--- src/rtl/uart_pkg.sv ---
// Shared UART constants and helpers.
package uart_pkg;

    localparam int unsigned UART_DATA_W        = 8;
    localparam int unsigned UART_FIFO_DEPTH    = 16;
    localparam int unsigned UART_FIFO_LOW_MARK = 4;

    // Pointer width for a power-of-two FIFO depth.
    function automatic int unsigned ptr_w(input int unsigned depth);
        return $clog2(depth);
    endfunction

endpackage

--- src/rtl/uart_fifo_mem.sv ---
// Flop-array storage for the UART TX FIFO: one write port, combinational read.
module uart_fifo_mem
    import uart_pkg::*;
#(
    parameter int unsigned DEPTH = UART_FIFO_DEPTH
) (
    input  logic                       i_clk,
    input  logic                       i_rst_n,
    input  logic                       i_we,
    input  logic [$clog2(DEPTH)-1:0]   i_waddr,
    input  logic [UART_DATA_W-1:0]     i_wdata,
    input  logic [$clog2(DEPTH)-1:0]   i_raddr,
    output logic [UART_DATA_W-1:0]     o_rdata
);

    logic [UART_DATA_W-1:0] mem_q [DEPTH];

    // Storage is reset so the head byte reads as zero out of reset.
    always_ff @(posedge i_clk or negedge i_rst_n) begin
        if (!i_rst_n) begin
            for (int i = 0; i < int'(DEPTH); i++) begin
                mem_q[i] <= '0;
            end
        end else if (i_we) begin
            mem_q[i_waddr] <= i_wdata;
        end
    end

    assign o_rdata = mem_q[i_raddr];

endmodule

--- src/rtl/uart_tx_fifo.sv ---
// Byte FIFO feeding the UART transmitter, with level, overflow and low-watermark status.
module uart_tx_fifo
    import uart_pkg::*;
#(
    parameter int unsigned DEPTH    = UART_FIFO_DEPTH,
    parameter int unsigned LOW_MARK = UART_FIFO_LOW_MARK
) (
    input  logic                     i_clk,
    input  logic                     i_rst_n,
    input  logic [UART_DATA_W-1:0]   i_wr_data,
    input  logic                     i_wr_en,
    input  logic                     i_flush,
    input  logic                     i_clr_ovf,
    output logic [UART_DATA_W-1:0]   o_tx_data,
    output logic                     o_tx_valid,
    input  logic                     i_tx_ready,
    output logic                     o_full,
    output logic                     o_empty,
    output logic [$clog2(DEPTH):0]   o_level,
    output logic                     o_overflow,
    output logic                     o_irq_low
);

    localparam int unsigned PtrW = ptr_w(DEPTH);
    localparam int unsigned CntW = PtrW + 1;
    localparam logic [CntW-1:0] FullLevel = DEPTH[CntW-1:0];
    localparam logic [CntW-1:0] LowLevel  = LOW_MARK[CntW-1:0];

    logic [PtrW-1:0] wr_ptr_q, wr_ptr_d;
    logic [PtrW-1:0] rd_ptr_q, rd_ptr_d;
    logic [CntW-1:0] count_q, count_d;
    logic            ovf_q, ovf_d;
    logic            push, pop, mem_we;

    always_comb begin
        push     = i_wr_en & ~o_full;
        pop      = o_tx_valid & i_tx_ready;
        mem_we   = push & ~i_flush;
        wr_ptr_d = wr_ptr_q;
        rd_ptr_d = rd_ptr_q;
        count_d  = count_q;
        ovf_d    = ovf_q;

        if (i_flush) begin
            wr_ptr_d = '0;
            rd_ptr_d = '0;
            count_d  = '0;
        end else begin
            if (push) wr_ptr_d = wr_ptr_q + PtrW'(1);
            if (pop)  rd_ptr_d = rd_ptr_q + PtrW'(1);
            unique case ({push, pop})
                2'b10:   count_d = count_q + CntW'(1);
                2'b01:   count_d = count_q - CntW'(1);
                default: count_d = count_q;
            endcase
        end

        // A dropped write in the same cycle as a clear leaves the flag set.
        if (i_clr_ovf)          ovf_d = 1'b0;
        if (i_wr_en && o_full)  ovf_d = 1'b1;
    end

    always_ff @(posedge i_clk or negedge i_rst_n) begin
        if (!i_rst_n) begin
            wr_ptr_q <= '0;
            rd_ptr_q <= '0;
            count_q  <= '0;
            ovf_q    <= 1'b0;
        end else begin
            wr_ptr_q <= wr_ptr_d;
            rd_ptr_q <= rd_ptr_d;
            count_q  <= count_d;
            ovf_q    <= ovf_d;
        end
    end

    uart_fifo_mem #(
        .DEPTH (DEPTH)
    ) u_mem (
        .i_clk   (i_clk),
        .i_rst_n (i_rst_n),
        .i_we    (mem_we),
        .i_waddr (wr_ptr_q),
        .i_wdata (i_wr_data),
        .i_raddr (rd_ptr_q),
        .o_rdata (o_tx_data)
    );

    assign o_level    = count_q;
    assign o_empty    = (count_q == '0);
    assign o_full     = (count_q == FullLevel);
    assign o_tx_valid = ~o_empty;
    assign o_overflow = ovf_q;
    assign o_irq_low  = (count_q <= LowLevel);

endmodule

--- config.mk ---
export PLATFORM = sky130hd
export DESIGN_NAME = uart_tx_fifo
export DESIGN_NICKNAME = d
export VERILOG_FILES = /design/src/rtl/uart_pkg.sv /design/src/rtl/uart_fifo_mem.sv /design/src/rtl/uart_tx_fifo.sv
export SDC_FILE = /design/constraint.sdc
export NUM_CORES = 1
export LEC_CHECK = 0
export CORE_MARGIN = 2
export CORE_UTILIZATION = 40
export CTS_BUF_LIST = sky130_fd_sc_hd__clkbuf_8
export CTS_CLUSTER_SIZE = 16
export DETAILED_ROUTE_END_ITERATION = 10
export PLACE_DENSITY_LB_ADDON = 0.1
export SETUP_SLACK_MARGIN = 0.4
export SYNTH_ARGS = -nofsm -noshare
export SYNTH_HDL_FRONTEND = slang
export SYNTH_SLANG_ARGS = --single-unit
--- constraint.sdc ---
create_clock -name i_clk -period 2.6 [get_ports i_clk]
set_clock_uncertainty 0.05 [all_clocks]
set_input_delay 0.52 -clock i_clk [delete_from_list [all_inputs] [get_ports i_clk]]
set_output_delay 0.52 -clock i_clk [all_outputs]
set_load 0.01 [all_outputs]
==> out/metrics.yaml <==
global_route:
  grt_pass1_wl_um: 25700
  grt_usage: 0.196
  grt_pass1_vias: 4296
  antenna_found_initial: 1
  grt_overflow: 0
  grt_max_degree: 143
drt:
  ant_nets: 0
  drtIter0Drc: 265
  first_pass_iters: 4
  drcViolationCount: 0
  vias: 4107
  viasPerCell: 5.50
  wl_um: 17600
  wl_per_cell_um: 23.6
synth:
  syn-mean-instance-area_um2: 15.5
  synth_ff_type: "dfrtp_1"
  synth_seq_cells: 142
  async_flop_share: 1.00
  synth_area_leaders: "dfrtp_1 (52%), mux2_2 (21%), mux4_2 (13%)"
  yosysTopAreaCellShare: 0.523
  ys_types: 42
  syn-instance-count: 439
  ys_seq_area_frac: 0.523
  synth_area_leader_cell: "dfrtp_1"
  synth_fp_nets: 460
  synth_warnings: 0
  synth-edff-count: 0
  synth_area_um2: 6790
die:
  initial_core_util: 0.409
  ioPinCount: 32
  coreArea_um2: 16600
  fp-row-count: 47
  die_y_um: 134
  die-area_um2: 18000
  die_w_um: 134
timing:
  setup_ws_ns: -0.262
  fmax_mhz: 349
  rsz0062_at_grt: "yes"
  maxSlewHeadroom: 0.478
  hold_viol: 0
  worst_slew_pin_slew_ns: 0.783
  hold_slack_ns: 0.120
  slew_viol_final: 0
  fin_crit_sh: 1.10
  setup_viol: 8
  period_minus_slack_ns: 2.86
  fin_setup_tns_ns: -1.87
worst_setup_path:
  crit_path_end_kind: "primary output"
  critPathTopFamily: "multiplexers"
  path_buf_inv: 3
  path_class: "register to primary output"
  arrival_ns: 2.29
  critPathSlowestCell: "mux4_2"
  cp-start-kind: "register"
  worst-path-max-fanout: 8
  critPathMaxStageDelay_ns: 0.51
  required_ns: 2.03
  r2r_setup_slack_ns: 0.11
  crit_chain: "buf_12, buf_12, mux4_2, mux4_2, buf_6"
clocking:
  clkSinkCount: 142
  cts_tree: "built"
  htree_levels: 4
  cts_root_buf: "clkbuf_8"
  cts_hold_buf: 0
  clock_path_buffers: 2
  worstSkewPairLatency_ns: 0.45
  cts_inserted_buffers: 17
  clkSlewWorstSetupHoldPaths_ns: 0.08
min_path:
  hp-class: "input port to async pin"
placed_design:
  place.gp.congestion: 0.769
  dp.cells: 684
  dpl.hpwl_um: 9740
  portBuffers: 31
cells_and_area:
  fin_util: 0.544
  synthToLayoutAreaGrowth_pct: 32.9
  drive_gt1_frac: 0.576
  fin_nets: 534
  final-instance-count-excl-fill: 747
run_status:
  status: "complete, but fails checks"
  failed_checks: "setup timing"
power:
  pwr_density_cell_nw_per_um2: 837
  p_leak_nw: 4.34
  ir_drop_v: 0.000540
flow_run:
  maxCapViolations: 0
[worst register-to-register path, cell delays in order (launching register included)]
cell	delay (ns)
dfrtp_1	0.38
or4_4	0.57
buf_8	0.16
o21ai_4	0.21
a21oi_4	0.07
xnor2_1	0.13
ha_2	0.20
o31a_1	0.28
nor4_2	0.16
o21ai_1	0.11
o41ai_1	0.06
[per-stage QoR]
stage               setup WS (ns)  power [mW]  area (um2)
floorplan                   0.219        4.09        6830
global placement          -0.0937        4.85        7480
detailed placement         -0.115        4.87        7480
CTS                        -0.290        7.16        8230
global route               -0.359        7.95        9020
finish                     -0.262        7.55        9020
[sequential cells by signal, summed over array words and instances, names as in the netlist]
signal	cells
wr_ptr_q	4
o_overflow	1
u_mem.mem_q	128
o_level	5
rd_ptr_q	4
[metal layers]
metal | part of all wire | track usage | vias to the layer above | wire, um
li1 | - | - | 1793 | -
met3 | 0.052 | 0.0461 | 16 | 925
met1 | 0.44 | 0.256 | 2209 | 7760
met2 | 0.49 | 0.325 | 89 | 8680
met4 | 0.014 | 0.0632 | 0 | 250
met5 | 0 | 0 | - | 0
[power breakdown]
group          switching [mW]  total, mW  internal (mW)  leakage, nW
Clock                   0.914       1.88          0.963        0.211
Combinational            1.21       2.98           1.77         2.20
Sequential              0.191       2.69           2.50         1.93
Total                    2.31       7.55           5.24         4.34
[cells by family (layout without fill, tap and decap cells)]
family | count (synthesis) | in the layout | share of synthesized area
AOI/OAI and AO/OA | 18 | 18 | 0.0192
xor gates and xnor gates | 8 | 8 | 0.0103
adders and majority gates | 7 | 7 | 0.0129
buffers and inverters | 35 | 122 | 0.0245
DFF | 142 | 142 | 0.523
muxes | 174 | 174 | 0.354
other | 0 | 1 | 0
and+or+nand+nor | 55 | 55 | 0.0558
[cell type report]
class / count / area (um2)
Multi-Input combinational cell: 262 / 3810
Inverter: 9 / 33.8
Clock inverter: 15 / 186
Antenna cell: 1 / 2.50
Timing Repair Buffer: 81 / 927
Sequential cell: 142 / 3560
Tap cell: 220 / 275
Fill cell: 1364 / 7560
Clock buffer: 17 / 234
[layout by cell type (no fill, tap or decap), types with 2 or more instances in the layout]
cell	netlist	routed
a21oi_1	7	4
a21oi_4	0	2
buf_12	0	11
buf_2	3	4
buf_4	4	21
buf_6	2	21
buf_8	0	4
bufinv_16	0	3
clkbuf_16	0	2
clkbuf_8	0	17
clkdlybuf4s50_1	0	17
clkinv_2	0	2
clkinv_4	0	5
dfrtp_1	142	140
dfrtp_2	0	2
ha_1	7	5
inv_1	9	8
inv_6	0	4
mux2_4	0	129
mux2i_1	5	5
mux4_2	40	40
nand2_1	8	7
nand3_4	0	16
nand4_1	2	2
nor2_1	12	12
nor2_4	1	2
nor3_1	4	2
nor3_4	0	2
nor3b_4	0	2
o21ai_1	0	2
xnor2_1	3	3
xor2_1	5	5
[synth_stat cells, types with 5 or more instances]
library cell  count
clkbuf_1         12
nand3_2          15
inv_1             9
ha_1              7
mux4_2           40
mux2i_1           5
xor2_1            5
a21oi_1           7
mux2_2          125
dfrtp_1         142
nand2_1           8
nor2_1           12
[path summary, 6_finish.rpt]
path	startpoint	to	depth (start not counted)
setup / recovery	rd_ptr_q[0]$_DFFE_PN0P_	o_tx_data[4]	5
setup reg to reg	o_level[2]$_DFFE_PN0P_	o_level[4]$_DFFE_PN0P_	10
max in group asynchronous	i_rst_n	rd_ptr_q[0]$_DFFE_PN0P_	2
hold / removal	i_rst_n	o_level[3]$_DFFE_PN0P_	2
min in group i_clk	u_mem.mem_q[79]$_DFFE_PN0P_	u_mem.mem_q[79]$_DFFE_PN0P_	1
hold reg to reg	u_mem.mem_q[79]$_DFFE_PN0P_	u_mem.mem_q[79]$_DFFE_PN0P_	1
[what timing repair did]
action,in CTS,in global routing
buffers inserted,19,9
setup endpoints to repair,36,144
gates resized for setup,82,171
pin swaps,5,7
gates cloned,0,2
Note: power is estimated with default switching activity, not from simulation.
